### src/rtl/systolic_array_sequencer.sv
// rtl/systolic_array_sequencer.sv - feeds skewed rows and weights into a 3-PE systolic array
// and collects one result per row through a valid/ready handshake.
module systolic_array_sequencer #(
  parameter int WIDTH = 8
) (
  input  logic                 clk,
  input  logic                 rst_n,
  input  logic                 w_load,
  input  logic [3*WIDTH-1:0]   w_in,
  input  logic                 row_valid,
  output logic                 row_ready,
  input  logic [3*WIDTH-1:0]   row_data,
  input  logic                 row_last,
  output logic [WIDTH-1:0]     pe_w1,
  output logic [WIDTH-1:0]     pe_w2,
  output logic [WIDTH-1:0]     pe_w3,
  output logic [WIDTH-1:0]     pe_x1,
  output logic [WIDTH-1:0]     pe_x2,
  output logic [WIDTH-1:0]     pe_x3,
  output logic                 pe_en1,
  output logic                 pe_en2,
  output logic                 pe_en3,
  output logic [2*WIDTH-1:0]   pe_yin,
  input  logic [2*WIDTH-1:0]   pe_y,
  output logic                 res_valid,
  input  logic                 res_ready,
  output logic [2*WIDTH-1:0]   res_data,
  output logic                 res_last,
  output logic                 busy
);

  typedef enum logic [1:0] {IDLE, RUN, DRAIN} state_t;

  state_t            state, state_nx;
  logic              stall, accept, w_load_eff;
  logic              v1, v2, v3;
  logic              last1, last2, last3;
  logic [WIDTH-1:0]  x2_d1, x3_d1, x3_d2;

  assign stall  = res_valid & ~res_ready;
  assign accept = row_valid & row_ready;
  assign pe_yin = '0;

  // Enables are gated by stall so the array never re-captures while the pipeline is frozen.
  assign pe_en1 = v1 & ~stall;
  assign pe_en2 = v2 & ~stall;
  assign pe_en3 = v3 & ~stall;

  always_ff @(posedge clk or negedge rst_n) begin
    if (!rst_n) state <= IDLE;
    else        state <= state_nx;
  end

  always_comb begin
    state_nx   = state;
    row_ready  = 1'b0;
    w_load_eff = 1'b0;
    busy       = (state != IDLE);
    case (state)
      IDLE: begin
        w_load_eff = w_load;
        row_ready  = rst_n & ~w_load & ~stall;
        if (row_valid && row_ready) state_nx = row_last ? DRAIN : RUN;
      end
      RUN: begin
        row_ready = rst_n & ~stall;
        if (row_valid && row_ready && row_last) state_nx = DRAIN;
      end
      DRAIN: begin
        if (res_valid && res_ready && res_last) state_nx = IDLE;
      end
      default: state_nx = IDLE;
    endcase
  end

  always_ff @(posedge clk or negedge rst_n) begin
    if (!rst_n) begin
      pe_w1 <= '0;
      pe_w2 <= '0;
      pe_w3 <= '0;
    end else if (w_load_eff) begin
      {pe_w3, pe_w2, pe_w1} <= w_in;
    end
  end

  // Each stage carries the remaining operands of its own row, so overlapping rows stay aligned.
  always_ff @(posedge clk or negedge rst_n) begin
    if (!rst_n) begin
      v1        <= 1'b0;
      v2        <= 1'b0;
      v3        <= 1'b0;
      last1     <= 1'b0;
      last2     <= 1'b0;
      last3     <= 1'b0;
      pe_x1     <= '0;
      pe_x2     <= '0;
      pe_x3     <= '0;
      x2_d1     <= '0;
      x3_d1     <= '0;
      x3_d2     <= '0;
      res_valid <= 1'b0;
      res_data  <= '0;
      res_last  <= 1'b0;
    end else if (!stall) begin
      v1 <= accept;
      if (accept) begin
        pe_x1 <= row_data[WIDTH-1:0];
        x2_d1 <= row_data[2*WIDTH-1:WIDTH];
        x3_d1 <= row_data[3*WIDTH-1:2*WIDTH];
        last1 <= row_last;
      end
      v2 <= v1;
      if (v1) begin
        pe_x2 <= x2_d1;
        x3_d2 <= x3_d1;
        last2 <= last1;
      end
      v3 <= v2;
      if (v2) begin
        pe_x3 <= x3_d2;
        last3 <= last2;
      end
      res_valid <= v3;
      if (v3) begin
        res_data <= pe_y;
        res_last <= last3;
      end
    end
  end

endmodule

### config.mk
export PLATFORM = sky130hd
export DESIGN_NAME = systolic_array_sequencer
export DESIGN_NICKNAME = d
export VERILOG_FILES = /design/src/rtl/systolic_array_sequencer.sv
export SDC_FILE = /design/constraint.sdc
export NUM_CORES = 1
export LEC_CHECK = 0
export CAP_MARGIN = 40
export CORE_UTILIZATION = 25
export DETAILED_ROUTE_END_ITERATION = 8
export PLACE_DENSITY_LB_ADDON = 0.15
export SLEW_MARGIN = 25
export SYNTH_ARGS = -nofsm -noshare
export SYNTH_HDL_FRONTEND = slang
export SYNTH_SLANG_ARGS = --single-unit
### constraint.sdc
create_clock -name clk -period 5 [get_ports clk]
set_clock_uncertainty 0.2 [all_clocks]
set_input_delay 1 -clock clk [delete_from_list [all_inputs] [get_ports clk]]
set_output_delay 1 -clock clk [all_outputs]
set_load 0.1 [all_outputs]
; Word level (Yosys, flattened, before mapping)
; Index checks and enable logic that the tools add are counted.
[word_totals]
out_inout_bits = 87
in_bits = 70
romBits = 0
n_memories = 0
latch_bits = 0
register_bits = 98
ramBits = 0
wordCells = 54
[classes]
shift = 0
magnitude_cmp = 0
bitwise_logic = 11
multipliers = 0
mux = 7
reduce_logical = 12
n_div = 0
add_sub_neg = 0
eq_ne = 5
[ops]
columns = operator, n
row1 = bitwise AND 1 bit, 8
row2 = two-way mux 2 bit, 4
row3 = AND reduction 2 bit, 4
row4 = "!= test 2 bit, second input constant", 3
row5 = case mux 2 bit (3 select lines), 1
row6 = logical AND 1 bit, 5
row7 = inverter 1 bit, 3
row8 = AND reduction 3 bit, 1
row9 = "== test 2 x 1 -> 1 bit, second input constant", 1
row10 = "== test 2 bit, second input constant", 1
row11 = zero test 2 bit, 1
row12 = case mux 1 bit (2 select lines), 1
row13 = nonzero test 2 bit, 1
row14 = two-way mux 1 bit, 1

; Logic depth before layout (Yosys ltp)
; Gate-level depths: netlist (run 1).
[logic_depth]
depth_word = 8
mapped_depth = 5
ltp_nobuf = 3

; Worst setup path before layout (run 1)
; OpenSTA, ideal clock, no wires.
[synth_timing]
kind = input -> output
from = input res_ready
to = output row_ready
n_path_buf = 1
arrival_time_ns = 3.421
cell_stages = 4
required_ns = 3.800
slack_ns = 0.379
cell_sequence = nand2b_1 > clkbuf_1 > nand2_1 > nor3_1
[synth_via]
elab_chain_len = 5
word_cells_on_any_way = 6
cone_classes = 1 x mux / 5 x bitwise
[synth_lines]
columns = element, line_no
row1 = "start, declared", 26  ; input logic res_ready,
row2 = inverter 1 bit *, 40  ; assign stall = res_valid & ~res_ready;
row3 = bitwise AND 1 bit *, 40
row4 = inverter 1 bit (no line) *, --
row5 = "bitwise AND 1 bit, on equally long branches", "66, 62"
row6 = case mux 1 bit (2 select lines) *, 59  ; case (state)
row7 = "end, declared", 11  ; output logic row_ready,
; Every way passes the cells marked *; elsewhere a longest branch is shown, timed or not.

; Worst setup path after layout (run 1)
[layout_timing]
from = input res_ready
to = output pe_en1
[layout_via]
elab_chain_len = 4
[layout_lines]
columns = element, line_no
row1 = inverter 1 bit, 40
row2 = bitwise AND 1 bit, 40
row3 = inverter 1 bit (no line), --
row4 = bitwise AND 1 bit, 45  ; assign pe_en1 = v1 & ~stall;
row5 = "end, declared", 20  ; output logic pe_en1,
; Every way passes these cells.

==> flow_summary.ini, run 1 <==
[detailed_routing]
routed_wl_um = 8440
vias = 2641
wl_per_cell_um = 13.1
first_pass_iters = 4
via_per_inst = 4.11
postRouteAntennaNets = 0
dr.first_iter.drc_count = 60
drc = 0

[floorplanning]
fp.dieH_um = 126
rows = 44
initial_core_util_pct = 26.0
dieWidth_um = 126
die_area_sq_um = 15800
core-area_sq_um = 14800
io_pins = 157

[sta]
slew_viol_final = 0
relSlewSlack_pct = 52.8
finalHoldViolCount = 0
setup_tns_ps = 0
max_slew.worst_pin.slew_ps = 706
min_period_ps = 3740
rsz0062_at_grt = no
setup_viol = 0
period_share_pct = 74.9
fmax_mhz = 267

[yosys]
avgSynthCellArea_sq_um = 15.8
yosysWarnings = 0
syn_inst = 242
ys_seq_area_share_pct = 64.0
ys_types = 22
synth_top_area_share_pct = 64.0
synth_seq_cells = 98
synthFlopType = dfrtp_1
synth_top_area_cell = dfrtp_1
synth_edf_count = 0
yosys-top-cells-area = dfrtp_1 (64%), mux2_2 (27%), buf_4 (3.5%)
ys_async_sr_fraction_pct = 100
syn-cell-area_sq_um = 3830

[finish]
finalNetCount = 525
drive_above_1_share_pct = 40.7
num_antenna_cells = 0
area_delta_synth_final_pct = 78.8
nFillCells = 1329

[global_routing]
overflow = 0
antenna_found_initial = 0
grt_pass1_wl_um = 13900
grt_max_degree = 57
grtUsageTotal_pct = 11.4
grt_pass1_vias = 2741

[critical_path]
crit_path_max_fanout = 19
crit_arrival_ps = 2540
ff2ff_path_depth = 3
path_class = primary input to primary output
required_ps = 3800
reg2reg_from = state[1]
cp-startpoint = res_ready
end_kind = primary output
crit_path_start_kind = primary input

[place]
numPortBuffers = 140
gp_congestion = 0.670
hpwl_um = 6070

[cts]
clkTransAtPathRegs_ps = 60
numCtsBuffers = 9
holdBufCountCts = 0
ctsHtreeMaxLevel = 3
cts_tree = done
post-cts-setup-buffers = 0
cts_buffer_depth = 2
clock-sinks = 98
clkLatencyLatePin_ps = 340
cts-root-buf = clkbuf_16
post_cts_resized = 0

[job]
maxCapViolCount = 0

[min_path]
hold_class = register to register
whs_path_depth = 2
worstHoldStart = v2

[outcome]
status = finished clean
## cells by family (layout without fill, tap and decap cells)
kind of cell / Yosys count / in the layout / synth area share, %
AOI/OAI and AO/OA: 5 / 5 / 1.01
DFF: 98 / 98 / 64.0
other: 1 / 16 / 0.0979
and+or+nand+nor: 18 / 18 / 2.81
muxes: 92 / 92 / 27.0
buffers and inverters: 28 / 230 / 5.00
## through the flow
step / worst slack (ps) / cells / hold slack (ps) / cell area [sq um] / utilization [%]
after floorplan: 379 / 257 / 247 / 3890 / -
after global placement: 1200 / 561 / 260 / 5360 / 36.3
after detailed placement: 1200 / 628 / 270 / 6550 / 44.4
after CTS: 1200 / 643 / 288 / 6850 / 46.4
after global routing: 1100 / 643 / 304 / 6850 / 46.4
final: 1260 / 643 / 289 / 6850 / 46.4
## per-layer routing
layer  GRT usage (%)  vias up  share of wire (%)
met5               0        -                  0
met4            3.40        0               0.94
met3            4.67       11                7.1
met2            18.4      105                 48
met1            13.9     1294                 44
li1                -     1231                  -
## final timing paths
path / to / slack (ps)
min in group asynchronous: pe_x2[2] / 610
max: pe_en1 / 1260
min reg2reg: v2 / 290
max in group asynchronous: x2_d1[4] / 2920
max reg2reg: pe_w3[0] / 2900
min: v2 / 290
## sequential cells by signal, summed over array words and instances, names as in the netlist
| name | flops |
|---|---|
| pe_w2 | 8 |
| last2 | 1 |
| pe_w3 | 8 |
| pe_x2 | 8 |
| res_last | 1 |
| pe_x3 | 8 |
| v3 | 1 |
| res_data | 16 |
| state | 2 |
| v1 | 1 |
| x2_d1 | 8 |
| last3 | 1 |
| pe_x1 | 8 |
| x3_d2 | 8 |
| v2 | 1 |
| x3_d1 | 8 |
| last1 | 1 |
| pe_w1 | 8 |
| res_valid | 1 |
## cell type report
| class | instances | area, sq um | area share (%) |
|---|---|---|---|
| Multi-Input combinational cell | 131 | 1250 | 18.2 |
| Timing Repair Buffer | 211 | 2600 | 38.0 |
| Tap cell | 184 | 230 | 3.36 |
| Clock buffer | 11 | 253 | 3.69 |
| Clock inverter | 4 | 51.3 | 0.749 |
| Sequential cell | 98 | 2450 | 35.8 |
| Inverter | 4 | 15.0 | 0.219 |
## worst max-delay path: stages
cell and delay, ps:
clkdlybuf4s50_1 490, nand2b_1 260, nand2_2 360, inv_1 130, buf_4 300
## cell usage after synthesis, types with 2 or more instances
cell / number
buf_4: 18
nand2_2: 2
buf_2: 3
nand2_1: 7
mux2_2: 91
buf_6: 2
inv_1: 4
nand2b_1: 2
dfrtp_1: 98
nor2b_1: 2
nor3_1: 2
## cells in the final DEF, fill, tap and decap left out, types with 2 or more instances in the layout
cell and n:
clkdlybuf4s50_1 135, nor3_1 2, buf_8 53, buf_16 14, clkbuf_8 2, inv_1 4
buf_4 9, nand2_2 2, nand2b_1 2, conb_1 16, mux2_2 91, nand2_1 7
nor2b_1 2, dfrtp_1 98, clkbuf_16 9
Power of run 1 is left out: the tool's default activity adds up to more than one toggle a clock period on the data nets, which glitch-free logic cannot reach.
==> run 2: changes to the inputs <==
- clock period: 5 -> 3.5 ns (I/O delays scaled with it)
==> run 2 against run 1 <==
Setup slack worse by 720 ps. Routed wire length is 4.3% lower. Core utilization is 8.9 points lower. Design area is 19% lower. Die area stayed put. Sequential share of layout area is 8.4 points higher. Hold slack worse by 16 ps. Register-to-register slack worse by 1400 ps. Critical path type unchanged. Critical endpoint is now row_ready. Largest cell class is now flip-flops and latches.
==> flow_summary.ini, run 2 (same netlist as run 1, synthesis figures left out) <==
[outcome]
status = finished clean

[global_routing]
met3_usage_pct = 5.73
busiest_layer = met2
grt_max_degree = 54
antenna_found_initial = 1
grt_pass1_vias = 2461
use_met1_pct = 13.2
grtUsageTotal_pct = 10.9
grt_pass1_wl_um = 13100
grtUsageMet2_pct = 17.0
overflow = 0

[critical_path]
crit_path_start_kind = primary input
critPathBufInv = 2
crit_arrival_ps = 2060
path_cells = clkdlybuf4s50_1, nand2b_1, nand2_1, nor3_2, buf_12
max_stage_delay_ps = 500
cp_slowest_cell = clkdlybuf4s50_1
end_kind = primary output
cp_top_family = buffers and inverters
crit_path_max_fanout = 6
path_class = primary input to primary output
required_ps = 2600

[sta]
period_share_pct = 84.6
rsz0062_at_grt = no
min_period_ps = 2960
setup_viol = 0
max_slew.worst_pin.slew_ps = 670
fmax_mhz = 338
relSlewSlack_pct = 55.3
finalHoldViolCount = 0
setup_tns_ps = 0
setup_ws_ps = 541
slew_viol_final = 0

[min_path]
hold_class = primary input to asynchronous set/reset pin

[detailed_routing]
vias = 2399
postRouteAntennaNets = 0
via_per_inst = 4.12
wl_per_cell_um = 13.9
drc = 0
first_pass_iters = 4
dr.first_iter.drc_count = 50
routed_wl_um = 8080

[place]
post-place-ws_ps = 534
numPortBuffers = 140
hpwl_um = 5620
gp_congestion = 0.668

[cts]
cts_buffer_depth = 2
cts-root-buf = clkbuf_16
post-cts-setup-buffers = 0
post_cts_resized = 0
ctsHtreeMaxLevel = 3
clkLatencyLatePin_ps = 340
cts_tree = done
clkTransAtPathRegs_ps = 70
clock-sinks = 98
holdBufCountCts = 0
numCtsBuffers = 9

[floorplanning]
io_pins = 157
dieWidth_um = 126
core-area_sq_um = 14800
fp.dieH_um = 126
initial_core_util_pct = 26.0
die_area_sq_um = 15800
rows = 44

[finish]
area_delta_synth_final_pct = 44.7
finalNetCount = 462
post-route-util_pct = 37.6
final_common_cell = dfrtp_1
largest_register_ff_count = 16
layout_common_cells = dfrtp_1 (98), mux2_2 (91), buf_4 (76)
drive_above_1_share_pct = 48.1
nFillCells = 1449
regMostFlops = res_data

[job]
maxCapViolCount = 0
[run 2: final timing paths]
kind,from,endpoint,slack (ps),cells past startpoint
max,res_ready,row_ready,540,5
min,rst_n,res_valid,270,2
max reg2reg,res_valid,pe_x1[3],1490,5
min reg2reg,v2,v2,290,2
max in group asynchronous,rst_n,pe_x1[6],1740,3
min in group clk,v2,v2,290,2
[run 2: final cells by class]
cell class | count | area [sq um] | area share (%)
well taps | 184 | 230 | 4.15
inverters | 4 | 15.0 | 0.271
clock buffers | 11 | 233 | 4.20
flip-flops and latches | 98 | 2450 | 44.2
repair buffers | 148 | 1330 | 24.0
diodes | 1 | 2.50 | 0.0451
clock inverters | 5 | 31.3 | 0.564
multi-input cells | 131 | 1250 | 22.5
[run 2: per-stage QoR]
| step | instance area [sq um] | cells | hold WS, ps |
|---|---|---|---|
| after floorplan | 3890 | 257 | 204 |
| after global placement | 5280 | 565 | 263 |
| after detailed placement | 5280 | 565 | 272 |
| after CTS | 5540 | 581 | 282 |
| after global routing | 5540 | 581 | 316 |
| final | 5540 | 582 | 273 |
[run 2: per-layer routing]
metal  vias to the layer above  routed length [um]
met1                      1197                3540
met2                        96                3800
met3                         5                 653
met4                         0                  85
li1                       1101                   -
met5                         -                   0
Power of run 2 is left out for the same reason.
==> run 3: changes to the inputs <==
- clock period: 3.5 -> 2.7 ns (I/O delays scaled with it)
==> run 3 against run 2 <==
Via count increased by 0.17%. Routed wire length is 2.2% lower. Hold slack worse by 230 ps. Sequential share of layout area shrank 0.46 points. Global-route usage shrank 0.15 points. Critical path type unchanged.
==> flow_summary.ini, run 3 (same netlist as run 1, synthesis figures left out) <==
[critical_path]
ff2ff_path_depth = 4
required_ps = 1960
rr_endpoint = pe_w3[1]
crit_path_end = pe_en1
end_kind = primary output
crit_path_max_fanout = 3
cp-startpoint = res_ready
crit_path_start_kind = primary input
path_class = primary input to primary output
reg2reg_from = state[1]
crit_arrival_ps = 1690
rrSetupSlack_ps = 780

[sta]
setup_tns_ps = 0
fmax_mhz = 411
finalHoldViolCount = 0
rsz0062_at_grt = no
slew_viol_final = 0
min_period_ps = 2430
setup_viol = 0
period_share_pct = 90.0

[place]
dp.cells = 568
numPortBuffers = 140
gp_congestion = 0.656
place_area_sq_um = 5340
hpwl_um = 5610

[floorplanning]
core-area_sq_um = 14800
dieWidth_um = 126
initial_core_util_pct = 26.0
fp.dieH_um = 126
die_area_sq_um = 15800
io_pins = 157
rows = 44

[detailed_routing]
first_pass_iters = 4
via_per_inst = 4.11
wl_per_cell_um = 13.5
drc = 0
routed_wl_um = 7900
dr.first_iter.drc_count = 56
vias = 2403
postRouteAntennaNets = 0

[cts]
ctsHtreeMaxLevel = 3
post_cts_resized = 0
clkTransAtPathRegs_ps = 60
clkLatencyLatePin_ps = 340
cts_buffer_depth = 2
cts_tree = done
holdBufCountCts = 0
post-cts-setup-buffers = 0
clock-sinks = 98
numCtsBuffers = 9
cts-root-buf = clkbuf_16

[finish]
instances_no_fill = 584
drive_above_1_share_pct = 49.3
nFillCells = 1440
layout_common_cells = dfrtp_1 (97), mux2_2 (91), buf_4 (77)
largest_register_ff_count = 16
regMostFlops = res_data
area_delta_synth_final_pct = 46.3
num_antenna_cells = 0
finalNetCount = 465
final_cell_area_sq_um = 5600
final_common_cell = dfrtp_1

[global_routing]
grt_pass1_vias = 2524
grtUsageTotal_pct = 10.7
overflow = 0
antenna_found_initial = 0
grt_pass1_wl_um = 13000
grt_max_degree = 39

[outcome]
status = finished clean

[job]
maxCapViolCount = 0

[min_path]
hold_class = primary input to asynchronous set/reset pin
run 3: changes by cell type in the layout (fill, tap and decap cells not counted), sizes merged:
cell,previous run,this run
clkinvlp,1,2
inv,4,2
buf,80,83
clkinv,4,5
diode,1,0
run 3: layout make-up:
cell class / instances / area (sq um) / area share (%)
Clock buffer: 11 / 233 / 4.15
Clock inverter: 5 / 32.5 / 0.580
Inverter: 4 / 22.5 / 0.402
Multi-Input combinational cell: 131 / 1250 / 22.4
Sequential cell: 98 / 2450 / 43.8
Tap cell: 184 / 230 / 4.11
Timing Repair Buffer: 151 / 1380 / 24.6
run 3: worst min path at each step:
stage	slack [ps]	from	end
after floorplan	40	rst_n	last1
after global placement	260	x2_d1[6]	x2_d1[6]
after detailed placement	270	v2	v2
after CTS	50	rst_n	state[1]
after global routing	80	rst_n	state[0]
final	50	rst_n	state[0]
run 3: worst max-delay path, cell delays in order:
cell and delay [ps]:
clkdlybuf4s50_1 440, nand2b_1 190, buf_4 160, nand2_2 90
clkinvlp_4 100, buf_12 170
run 3: metrics by stage:
step	setup WS, ps	hold slack (ps)	util [%]
after detailed placement	247	270	36.2
after global placement	244	263	36.0
after CTS	263	48.9	38.0
final	269	46.0	38.0
after global routing	190	77.6	38.0
after floorplan	121	44.4	-
run 3: metal layers:
metal / track usage [%] / share of wire (%) / routed length (um)
met3: 4.33 / 7.9 / 623
met5: 0 / 0 / 0
met4: 5.10 / 2.0 / 155
met1: 13.3 / 44 / 3490
met2: 16.3 / 46 / 3630
Power of run 3 is left out for the same reason.
